<file path="config.mk">
export PLATFORM = sky130hd
export DESIGN_NAME = dlfloat_mac_seq_flat
export DESIGN_NICKNAME = d
export VERILOG_FILES = /design/src/rtl/dlfloat_pkg.sv /design/src/rtl/dlfloat_mac_seq_if.sv /design/src/rtl/dlfloat_mac_seq.sv /design/src/flat_wrapper.sv
export SDC_FILE = /design/constraint.sdc
export NUM_CORES = 1
export LEC_CHECK = 0
export CELL_PAD_IN_SITES_DETAIL_PLACEMENT = 2
export CELL_PAD_IN_SITES_GLOBAL_PLACEMENT = 2
export CORE_AREA = 4 4 108 110
export CTS_BUF_LIST = sky130_fd_sc_hd__clkbuf_16
export CTS_CLUSTER_DIAMETER = 200
export CTS_CLUSTER_SIZE = 8
export DETAILED_ROUTE_END_ITERATION = 12
export DIE_AREA = 0 0 112 114
export PLACE_DENSITY_LB_ADDON = 0.1
export SLEW_MARGIN = 15
export SYNTH_ARGS = -nofsm -noshare
export SYNTH_HDL_FRONTEND = slang
export SYNTH_SLANG_ARGS = --single-unit
</file>
<file path="constraint.sdc">
create_clock -name clk -period 2.22 [get_ports clk]
set_input_delay 0.444 -clock clk [delete_from_list [all_inputs] [get_ports clk]]
set_output_delay 0.444 -clock clk [all_outputs]
set_load 0.02 [all_outputs]
</file>
<file path="src/rtl/dlfloat_pkg.sv">
// Shared DLFloat constants and sequencer state encoding.
package dlfloat_pkg;

  localparam int              DLF_W    = 16;
  localparam logic [DLF_W-1:0] DLF_NAN  = 16'hFFFF;
  localparam logic [DLF_W-1:0] DLF_ZERO = 16'h0000;
  localparam int              DLF_BIAS = 31;

  typedef enum logic [2:0] {
    ST_IDLE  = 3'd0,
    ST_CLEAR = 3'd1,
    ST_FEED  = 3'd2,
    ST_DRAIN = 3'd3,
    ST_DONE  = 3'd4
  } seq_state_e;

  // DLFloat uses a single all-ones pattern as its NaN.
  function automatic logic is_nan(input logic [DLF_W-1:0] v);
    return v == DLF_NAN;
  endfunction

endpackage

</file>
<file path="src/rtl/dlfloat_mac_seq_if.sv">
// Job, operand, MAC and result signals of the dot-product sequencer.
interface dlfloat_mac_seq_if
  import dlfloat_pkg::*;
#(
  parameter int CNT_W = 8
);

  logic             start;
  logic [CNT_W-1:0] vec_len;
  logic             op_valid;
  logic             op_ready;
  logic [DLF_W-1:0] op_a;
  logic [DLF_W-1:0] op_b;
  logic [DLF_W-1:0] mac_a;
  logic [DLF_W-1:0] mac_b;
  logic             mac_clr;
  logic [DLF_W-1:0] mac_c;
  logic             res_valid;
  logic             res_ready;
  logic [DLF_W-1:0] res_data;
  logic             res_err;
  logic             busy;

  // Environment side: issues jobs, supplies operands, hosts the MAC, takes results.
  modport master (
    output start, vec_len, op_valid, op_a, op_b, mac_c, res_ready,
    input  op_ready, mac_a, mac_b, mac_clr, res_valid, res_data, res_err, busy
  );

  // Sequencer side.
  modport slave (
    input  start, vec_len, op_valid, op_a, op_b, mac_c, res_ready,
    output op_ready, mac_a, mac_b, mac_clr, res_valid, res_data, res_err, busy
  );

endinterface

</file>
<file path="src/rtl/dlfloat_mac_seq.sv">
// Dot-product job sequencer: clears the external MAC, streams operand pairs
// into it, waits out the MAC pipeline and holds the accumulated result.
module dlfloat_mac_seq
  import dlfloat_pkg::*;
#(
  parameter int MAC_LAT = 2,
  parameter int CNT_W   = 8
) (
  input  logic              clk,
  input  logic              rst_n,
  dlfloat_mac_seq_if.slave  bus
);

  // The drain counter must hold MAC_LAT and be at least one bit wide.
  localparam int DRN_W = (MAC_LAT < 1) ? 1 : $clog2(MAC_LAT + 1);

  seq_state_e       state_q, state_d;
  logic [CNT_W-1:0] rem_q, rem_d;
  logic [DRN_W-1:0] drn_q, drn_d;
  logic [DLF_W-1:0] mac_a_q, mac_a_d;
  logic [DLF_W-1:0] mac_b_q, mac_b_d;
  logic [DLF_W-1:0] res_data_q, res_data_d;
  logic             err_q, err_d;

  // Next-state, counter and datapath-register decisions for the job FSM.
  always_comb begin
    // NOTE: every variable gets a default first so no path leaves one unassigned (no latches).
    state_d    = state_q;
    rem_d      = rem_q;
    drn_d      = drn_q;
    mac_a_d    = DLF_ZERO;  // zero operands leave the accumulator unchanged
    mac_b_d    = DLF_ZERO;
    res_data_d = res_data_q;
    err_d      = err_q;
    case (state_q)
      ST_IDLE: begin
        if (bus.start) begin
          rem_d = bus.vec_len;
          err_d = 1'b0;
          if (bus.vec_len == '0) begin
            res_data_d = DLF_ZERO;
            state_d    = ST_DONE;
          end else begin
            state_d = ST_CLEAR;
          end
        end
      end
      ST_CLEAR: state_d = ST_FEED;
      ST_FEED: begin
        if (bus.op_valid) begin
          mac_a_d = bus.op_a;
          mac_b_d = bus.op_b;
          if (is_nan(bus.op_a) || is_nan(bus.op_b)) err_d = 1'b1;
          // Last pair: hold remaining at 1 rather than letting it reach 0 or wrap.
          if (rem_q <= CNT_W'(1)) begin
            drn_d   = DRN_W'(MAC_LAT);
            state_d = ST_DRAIN;
          end else begin
            rem_d = rem_q - CNT_W'(1);
          end
        end
      end
      ST_DRAIN: begin
        if (drn_q == '0) begin
          res_data_d = bus.mac_c;
          state_d    = ST_DONE;
        end else begin
          drn_d = drn_q - DRN_W'(1);
        end
      end
      ST_DONE: if (bus.res_ready) state_d = ST_IDLE;
      default: state_d = ST_IDLE;
    endcase
  end

  // State and datapath registers; reset aborts any job in flight.
  always_ff @(posedge clk or negedge rst_n) begin
    if (!rst_n) begin
      state_q    <= ST_IDLE;
      rem_q      <= '0;
      drn_q      <= '0;
      mac_a_q    <= DLF_ZERO;
      mac_b_q    <= DLF_ZERO;
      res_data_q <= DLF_ZERO;
      err_q      <= 1'b0;
    end else begin
      // NOTE: non-blocking assignments so every register samples pre-edge values.
      state_q    <= state_d;
      rem_q      <= rem_d;
      drn_q      <= drn_d;
      mac_a_q    <= mac_a_d;
      mac_b_q    <= mac_b_d;
      res_data_q <= res_data_d;
      err_q      <= err_d;
    end
  end

  assign bus.mac_a     = mac_a_q;
  assign bus.mac_b     = mac_b_q;
  assign bus.mac_clr   = (state_q == ST_CLEAR);
  assign bus.op_ready  = (state_q == ST_FEED);
  assign bus.res_valid = (state_q == ST_DONE);
  assign bus.res_data  = res_data_q;
  assign bus.res_err   = err_q;
  assign bus.busy      = (state_q != ST_IDLE);

endmodule

</file>
<file path="src/flat_wrapper.sv">
// flat-port wrapper written by rule: the top's interface ports become plain ports
module dlfloat_mac_seq_flat import dlfloat_pkg::*;
#(
  parameter int MAC_LAT = 2,
  parameter int CNT_W   = 8
)
  (clk, rst_n, bus_start, bus_vec_len, bus_op_valid, bus_op_a, bus_op_b, bus_mac_c, bus_res_ready, bus_op_ready, bus_mac_a, bus_mac_b, bus_mac_clr, bus_res_valid, bus_res_data, bus_res_err, bus_busy);
  dlfloat_mac_seq_if #(.CNT_W(CNT_W)) bus_i ();
  input  logic clk;
  input  logic rst_n;
  input wire logic [$bits(bus_i.start)-1:0] bus_start;
  input wire logic [$bits(bus_i.vec_len)-1:0] bus_vec_len;
  input wire logic [$bits(bus_i.op_valid)-1:0] bus_op_valid;
  input wire logic [$bits(bus_i.op_a)-1:0] bus_op_a;
  input wire logic [$bits(bus_i.op_b)-1:0] bus_op_b;
  input wire logic [$bits(bus_i.mac_c)-1:0] bus_mac_c;
  input wire logic [$bits(bus_i.res_ready)-1:0] bus_res_ready;
  output wire logic [$bits(bus_i.op_ready)-1:0] bus_op_ready;
  output wire logic [$bits(bus_i.mac_a)-1:0] bus_mac_a;
  output wire logic [$bits(bus_i.mac_b)-1:0] bus_mac_b;
  output wire logic [$bits(bus_i.mac_clr)-1:0] bus_mac_clr;
  output wire logic [$bits(bus_i.res_valid)-1:0] bus_res_valid;
  output wire logic [$bits(bus_i.res_data)-1:0] bus_res_data;
  output wire logic [$bits(bus_i.res_err)-1:0] bus_res_err;
  output wire logic [$bits(bus_i.busy)-1:0] bus_busy;
  assign bus_i.start = bus_start;
  assign bus_i.vec_len = bus_vec_len;
  assign bus_i.op_valid = bus_op_valid;
  assign bus_i.op_a = bus_op_a;
  assign bus_i.op_b = bus_op_b;
  assign bus_i.mac_c = bus_mac_c;
  assign bus_i.res_ready = bus_res_ready;
  assign bus_op_ready = bus_i.op_ready;
  assign bus_mac_a = bus_i.mac_a;
  assign bus_mac_b = bus_i.mac_b;
  assign bus_mac_clr = bus_i.mac_clr;
  assign bus_res_valid = bus_i.res_valid;
  assign bus_res_data = bus_i.res_data;
  assign bus_res_err = bus_i.res_err;
  assign bus_busy = bus_i.busy;
  dlfloat_mac_seq #(.MAC_LAT(MAC_LAT), .CNT_W(CNT_W)) u_core (.clk(clk), .rst_n(rst_n), .bus(bus_i));
endmodule
</file>
=== Word level (Yosys, flattened, before mapping) ===
Index checks and enable logic that the tools add are counted.
W data, S select, Z words.

* Add/sub/neg operators: 2
* Magnitude comparators: 1
* Equal/unequal tests: 15
* Mux-type cells: 27
* Reductions and logical operators: 13

{| class="wikitable"
|+ Operator list
! kind !! number
|-
| $mux W16 || 7
|-
| $eq A16 B16 Y1 const B || 2
|-
| $pmux W16 S2 || 1
|-
| $mux W8 || 3
|-
| $mux W3 || 6
|-
| $pmux W8 S2 || 1
|-
| $reduce_and A4 Y1 || 4
|-
| $pmux W3 S5 || 1
|-
| $ne A2 B2 Y1 const B || 5
|-
| $le A8 B1 Y1 const B || 1
|-
| $logic_not A8 Y1 || 1
|-
| $ne A2 B1 Y1 const B || 4
|-
| $sub A8 B1 Y8 const B || 1
|-
| $eq A3 B2 Y1 const B || 2
|-
| $mux W2 || 3
|-
| $reduce_bool A2 Y1 || 3
|-
| $reduce_and A5 Y1 || 1
|-
| $pmux W2 S2 || 1
|-
| $eq A3 B1 Y1 const B || 1
|-
| $eq A3 B3 Y1 const B || 1
|-
| $logic_not A3 Y1 || 1
|-
| $mux W1 || 3
|-
| $reduce_bool A3 Y1 || 1
|-
| $logic_not A2 Y1 || 1
|-
| other kinds (3) || 3
|}

* Register bits: 62
* Input bits: 61

=== Logic depth before layout (Yosys ltp) ===
Gate-level depths: netlist of the first run.

* Depth after elaboration: 5
* Depth in mapped cells: 7

=== Least setup slack after synthesis of the first run ===
OpenSTA, ideal clock, no wires.

* Kind: reg-to-output
* From: reg u_core.state_q[2]
* To: out bus_op_ready
* Arrival time: 1344 ps
* Path slack: 432 ps
* Cell stages (with the launch flop): 6
* Cells stage by stage: dfrtp_1 > buf_6 > or3b_4 > inv_1 > buf_2 > buf_2

* Word-level cells in the longest chain between the ends: 1

{| class="wikitable"
|+ RTL lines
! element !! RTL line !! text
|-
| from (decl) || dlfloat_mac_seq.sv:17 || <nowiki>seq_state_e state_q, state_d;</nowiki>
|-
| from (signal assigned) || dlfloat_mac_seq.sv:88 || <nowiki>state_q <= state_d;</nowiki>
|-
| $eq A3 B2 Y1 || dlfloat_mac_seq.sv:101 || <nowiki>assign bus.op_ready = (state_q == ST_FEED);</nowiki>
|-
| to (decl) || flat_wrapper.sv:18 || <nowiki>output wire logic [$bits(bus_i.op_ready)-1:0] bus_op_ready;</nowiki>
|}

Every way passes these cells.

=== Worst setup path after layout of the first run ===
* From: reg u_core.state_q[0]
* To: out bus_op_ready

The elaborated chain is that of the path after synthesis.

==> results.json, run 1 <==
{
  "ff2ff_path_depth": 7,
  "crit_type": "reg2out",
  "final_antenna_net_count": 0,
  "ioPinCount": 114,
  "dr_total_vias": 2424,
  "place.port_buffers": 113,
  "place.gp.congestion": 0.752,
  "dp_hpwl_mm": 6.93,
  "min_period_ns": 2.05,
  "synth_fa_ha_area_share_pct": 1.43,
  "synth_cell_type_count": 41,
  "worst_slew_pin_slew_ns": 0.755,
  "ys_warn_count": 0,
  "rows": 38,
  "fillers": 1145,
  "grt-ovfl-total": 0,
  "synthArstFlopShare_pct": 100,
  "yosys.cell_count.top_type": "dfrtp_1",
  "cts_tree": "done",
  "drt_iter0_drc": 102,
  "area_delta_synth_final_pct": 63.9,
  "syn_inst": 229,
  "p_leak_nw": 1.96,
  "synth_top_family_by_area": "simple AND/OR/NAND/NOR gates",
  "synthXorXnorAreaFrac_pct": 0,
  "synth_area_um2": 2620,
  "status": "finished, final reports clean",
  "fp.dieH_um": 114,
  "hold_buffers": 0,
  "multiInputGateArea_um2": 975,
  "synth_edf_count": 0,
  "vias_per_cell": 4.83,
  "fmax_mhz": 488,
  "clk_pin_slew_worst_paths_ns": 0.05,
  "grt_pass1_wl_mm": 14.9,
  "cts.path.max_buffers": 2,
  "die_area_um2": 12800,
  "grt_max_degree": 47,
  "synth_top_cell_by_area": "dfrtp_1",
  "slew_headroom_pct": 49.6,
  "synth-compound-area-share_pct": 14.0,
  "synthMuxAreaShare_pct": 1.34,
  "syn_area_per_cell_um2": 11.5,
  "root_buffer": "clkbuf_16",
  "rsz0062_at_grt": "no",
  "antenna_found_initial": 0,
  "regArea_um2": 1550,
  "critical_path_peak_fanout": 3,
  "worstSetupEndpointType": "output port",
  "drv_slew": 0,
  "power_density_nw_per_um2": 1310,
  "crit_required_ns": 1.78,
  "final_cells": 502,
  "dpl.cell_count": 487,
  "cp_data_arrival_time_ns": 1.61,
  "critPathLaunchType": "flop",
  "clock_skew_ns": 0.00740,
  "cts_sinks": 62,
  "netlist.area_leader.share_pct": 59.1,
  "final_nets": 422,
  "core-area_um2": 10700,
  "synth_fp_nets": 293,
  "diodes": 0,
  "die_w_um": 112,
  "first_global_vias": 2615,
  "drive_gt1_share_pct": 10.5,
  "wl_per_cell_um": 19.1,
  "seq_area_frac_synth_pct": 59.1,
  "drtPass1Iterations": 4,
  "hold_class": "in2async",
  "grt_use_total_pct": 15.0,
  "synth_area_leaders": "dfrtp_1 59%, and3_1 7.6%, a22o_1 5.3%",
  "cts_max_level": 3,
  "peakVddDrop_v": 0.000454,
  "fin_crit_sh_pct": 92.3,
  "cts_buffers": 9,
  "drc": 0,
  "ys_ff_latch": 62,
  "hold_viol": 0,
  "ys_top_cells_by_count": "62 x dfrtp_1, 32 x and3_1, 16 x a22o_1, 14 x nor2_1, 9 x nand4_1",
  "wl_mm": 9.61,
  "synthSimpleGateAreaFrac_pct": 20.4,
  "final_util_pct": 40.2,
  "drv_cap": 0,
  "synthFlopType": "dfrtp_1",
  "post_cts_buffers": 0,
  "setup_viol": 0,
  "start_util_pct": 24.5,
  "worstSkewPairLatency_ns": 0.32
}
==> metal layers <==
layer  GRT usage [%]  share of wire (%)  up-vias
met5               0                  0        -
met4            5.69                1.9        0
met3            2.97                3.7       13
met2            25.3                 50       72
met1            19.2                 44     1224
li1                -                  -     1115
==> layout make-up <==
cell class / instances / share of cell area, %
multi-input combinational: 145 / 22.7
sequential: 62 / 36.1
clock inverter: 6 / 1.28
clock buffer: 9 / 5.24
tap: 140 / 4.07
timing repair buffer: 133 / 30.0
inverter: 7 / 0.611
==> sequential cells by signal, indices dropped and copies added, names as in the netlist <==
name and count:
u_core.bus.res_err 1, u_core.state_q 3, u_core.rem_q 8, u_core.bus.mac_a 16, u_core.bus.mac_b 16, u_core.drn_q 2, u_core.bus.res_data 16
==> metrics by stage <==
step                      instance area, um^2  TNS (ns)  worst slack [ns]  total power, W  hold WS (ns)
after global routing                     4300         0            0.0949         0.00598         0.253
after CTS                                4290         0          0.000111         0.00572         0.222
after detailed placement                 4020    -0.325           -0.0282         0.00435         0.485
after global placement                   4020    -0.209           -0.0144         0.00427         0.483
final                                    4300         0             0.171         0.00562         0.194
after floorplan                          2620         0             0.432         0.00312         0.148
==> final timing paths <==
check | start | slack [ns] | to
setup / recovery | u_core.state_q[0]$_DFFE_PN0P_ | 0.17 | bus_op_ready
hold / removal | rst_n | 0.19 | u_core.bus.res_data[6]$_DFFE_PN0P_
setup reg to reg | u_core.rem_q[1]$_DFFE_PN0P_ | 0.24 | u_core.rem_q[4]$_DFFE_PN0P_
hold reg to reg | u_core.bus.res_data[0]$_DFFE_PN0P_ | 0.50 | u_core.bus.res_data[0]$_DFFE_PN0P_
max in group asynchronous | rst_n | 1.38 | u_core.bus.mac_b[2]$_DFF_PN0_
min in group clk | u_core.bus.res_data[0]$_DFFE_PN0P_ | 0.50 | u_core.bus.res_data[0]$_DFFE_PN0P_
==> power breakdown <==
part / internal (W) / total (W) / switching, W
logic: 0.00119 / 0.00256 / 0.00138
clock network: 0.000849 / 0.00133 / 0.000480
registers: 0.00150 / 0.00173 / 0.000232
total: 0.00353 / 0.00562 / 0.00209
==> critical path, stage by stage, from the launching register on <==
cell and delay, ns:
dfrtp_1 0.38, or3b_4 0.43, inv_1 0.11, dlygate4sd2_1 0.37
==> cell families (layout without fill, tap and decap cells) <==
kind of cell	after synthesis	after routing
DFF	62	62
and+or+nand+nor	90	90
adders and majority gates	3	3
muxes	3	3
buffers and inverters	22	155
AOI/OAI and AO/OA	49	49
==> placed cells by master (no fill, tap or decap), types with 2 or more instances in the layout <==
cell,Yosys,routed
a21oi_1,4,4
a22o_1,16,16
a2bb2oi_1,6,6
a31oi_1,3,3
and3_1,32,32
buf_4,0,19
clkbuf_16,0,9
clkdlybuf4s50_1,0,108
clkinv_2,0,2
dfrtp_1,62,62
dlygate4sd2_1,0,2
dlymetal6s2s_1,0,2
ha_1,3,3
inv_1,7,8
mux2i_1,2,2
nand2_1,6,6
nand3_1,4,4
nand4_1,9,9
nor2_1,14,14
nor3_1,6,6
o21ai_0,8,8
o31ai_1,2,2
or3_1,5,5
or4_1,5,5
==> timing repair <==
item	in CTS	in global routing
gates resized for setup	2	2
endpoints found under the hold margin	0	0
setup endpoints to repair	2	2
(Power assumes the default switching activity.)
==> inputs of run 2 (changes only) <==
- PLACE_DENSITY: default -> 0.86
- PLACE_DENSITY_LB_ADDON: 0.1 -> default
==> run 2 against run 1 <==
Utilization is 0.32 points lower. Combinational power is 3% lower. Sequential power hardly changed. Total power hardly changed. Design area is 0.79% lower. Critical path depth is 3 higher. First-iteration DRC count is 25% lower. Clock power is 5% higher. Routed wire length is 2.5% lower. Worst hold slack worse by 0.16 ns. Sequential share of layout area is 0.29 points higher.
==> results.json, run 2 (synthesis results as in run 1) <==
{
  "pwr-share-seq_pct": 31.0,
  "antenna_found_initial": 0,
  "worstSkewPairLatency_ns": 0.33,
  "startpoint": "u_core.rem_q[0]$_DFFE_PN0P_",
  "core-area_um2": 10700,
  "dp_hpwl_mm": 6.79,
  "crit_path_max_incr_delay_ns": 0.46,
  "drive_gt1_share_pct": 9.80,
  "place.port_buffers": 113,
  "dpl-instance-area_um2": 3970,
  "r2r-end": "u_core.rem_q[0]$_DFFE_PN0P_",
  "die_area_um2": 12800,
  "power_switching_w": 0.00211,
  "wl_mm": 9.36,
  "drv_cap": 0,
  "path_depth": 6,
  "final_cell_mix": "108 x clkdlybuf4s50_1, 62 x dfrtp_1, 32 x and3_1",
  "critPathSlowestCell": "dfrtp_1",
  "hold_viol": 0,
  "cts_sinks": 62,
  "grt_pass1_wl_mm": 14.9,
  "final_nets": 416,
  "hold_class": "in2async",
  "wl_per_cell_um": 18.8,
  "path_buf_inv": 1,
  "drtPass1Iterations": 4,
  "intPower_w": 0.00351,
  "dpl.cell_count": 481,
  "slew_headroom_pct": 60.6,
  "ioPinCount": 114,
  "cts.path.max_buffers": 2,
  "cp_data_arrival_time_ns": 2.28,
  "critPathLaunchType": "flop",
  "grt_use_total_pct": 14.9,
  "fin_crit_sh_pct": 93.5,
  "status": "finished, final reports clean",
  "cts_max_level": 3,
  "p_leak_nw": 1.94,
  "area_delta_synth_final_pct": 62.6,
  "regArea_um2": 1550,
  "crit_required_ns": 2.43,
  "power_density_nw_per_um2": 1320,
  "worstSetupEndpointType": "flop",
  "pwr-share-comb_pct": 44.3,
  "hold_buffers": 0,
  "cts_buffers": 9,
  "p_clk_share_pct": 24.7,
  "drv_slew": 0,
  "postLayoutCellArea_um2": 4270,
  "grt-ovfl-total": 0,
  "drt_iter0_drc": 76,
  "min_period_ns": 2.08,
  "place.gp.congestion": 0.795,
  "diodes": 0,
  "clock_skew_ns": 0.00819,
  "vias_per_cell": 4.84,
  "swShare_pct": 37.5,
  "start_util_pct": 24.5,
  "fmax_mhz": 482,
  "crit_type": "reg2reg",
  "rsz0062_at_grt": "no",
  "final_antenna_net_count": 0,
  "root_buffer": "clkbuf_16",
  "grt_max_degree": 48,
  "crit_family": "simple AND/OR/NAND/NOR gates",
  "ff2ff_path_depth": 6,
  "drc": 0,
  "cts_tree": "done",
  "r2r_start": "u_core.rem_q[0]$_DFFE_PN0P_",
  "clk_pin_slew_worst_paths_ns": 0.05,
  "peakVddDrop_v": 0.000481,
  "worst_slew_pin_slew_ns": 0.584,
  "worstSetupEndpoint": "u_core.rem_q[0]$_DFFE_PN0P_",
  "fp.dieH_um": 114,
  "fillers": 1126,
  "dr_total_vias": 2403,
  "cp_cell_sequence": "inv_1 -> ha_1 -> nor2_1 -> nor4_4 -> or2_1 -> a211o_1",
  "final_cells": 497,
  "first_global_vias": 2649,
  "rows": 38,
  "setup_viol": 0,
  "layout_commonest_cell": "clkdlybuf4s50_1",
  "timing.reg2reg.setup_slack_ns": 0.14,
  "multiInputGateArea_um2": 980,
  "die_w_um": 112,
  "critical_path_peak_fanout": 7
}
## run 2: changes by cell type in the layout (fill, tap and decap cells not counted), sizes merged
cell,before,now
inv,8,9
dlygate4sd2,2,3
dlymetal6s2s,2,1
buf,21,15
## run 2: through the flow
step	hold slack, ns	TNS, ns	util (%)	total power [W]	setup WS (ns)
floorplan	0.148	0	-	0.00312	0.432
global placement	0.377	0	37.1	0.00416	0.000480
detailed placement	0.382	-0.531	37.1	0.00428	-0.0625
CTS	0.0308	0	39.8	0.00570	0.0256
global route	0.0491	0	39.9	0.00599	0.0582
finish	0.0317	0	39.9	0.00562	0.145
## run 2: worst min path at each step
stage / end / slack (ns)
3_5_place_dp: u_core.bus.res_data[7]$_DFFE_PN0P_ / 0.38
6_report: u_core.bus.res_data[7]$_DFFE_PN0P_ / 0.03
3_3_place_gp: u_core.bus.res_data[10]$_DFFE_PN0P_ / 0.38
5_1_grt: u_core.bus.res_data[6]$_DFFE_PN0P_ / 0.05
2_1_floorplan: u_core.bus.mac_a[0]$_DFF_PN0_ / 0.15
4_1_cts: u_core.bus.res_data[7]$_DFFE_PN0P_ / 0.03
## run 2: power groups by stage
| stage | combinational [W] | clock [W] | sequential (W) |
|---|---|---|---|
| detailed placement | 0.00252 | 0 | 0.00176 |
| finish | 0.00249 | 0.00139 | 0.00174 |
| global placement | 0.00242 | 0 | 0.00174 |
| floorplan | 0.00111 | 0 | 0.00201 |
| CTS | 0.00253 | 0.00143 | 0.00175 |
| global route | 0.00270 | 0.00149 | 0.00180 |
## run 2: worst reg2reg max path, stage by stage, from the launching register on
cell     delay (ns)
dfrtp_1        0.46
inv_1          0.07
ha_1           0.28
nor2_1         0.39
nor4_4         0.13
or2_1          0.30
a211o_1        0.31
## run 2: what timing repair did
item                       in CTS  in global routing
setup buffers                   0                  0
pin swaps                       0                  0
gates resized for setup         3                  2
setup endpoints to repair       3                  2
## run 2: area by class of cell
type / instances / area share (%)
clock buffers: 9 / 5.28
clock inverters: 7 / 1.53
inverters: 7 / 0.616
multi-input cells: 145 / 23.0
flip-flops and latches: 62 / 36.4
well taps: 140 / 4.11
repair buffers: 127 / 29.1
## run 2: metal layers
layer	vias up	part of all wire, %	wire [um]	track usage, %
li1	1107	-	-	-
met1	1217	43	4020	18.7
met2	71	52	4830	25.9
met3	8	4.5	418	3.40
met4	0	0.99	93	4.17
met5	-	0	0	0
==> inputs of run 3 (changes only) <==
- CAP_MARGIN: default -> 10
==> results of run 3 <==
Final layout, timing and power as in run 2 (identical DEF).
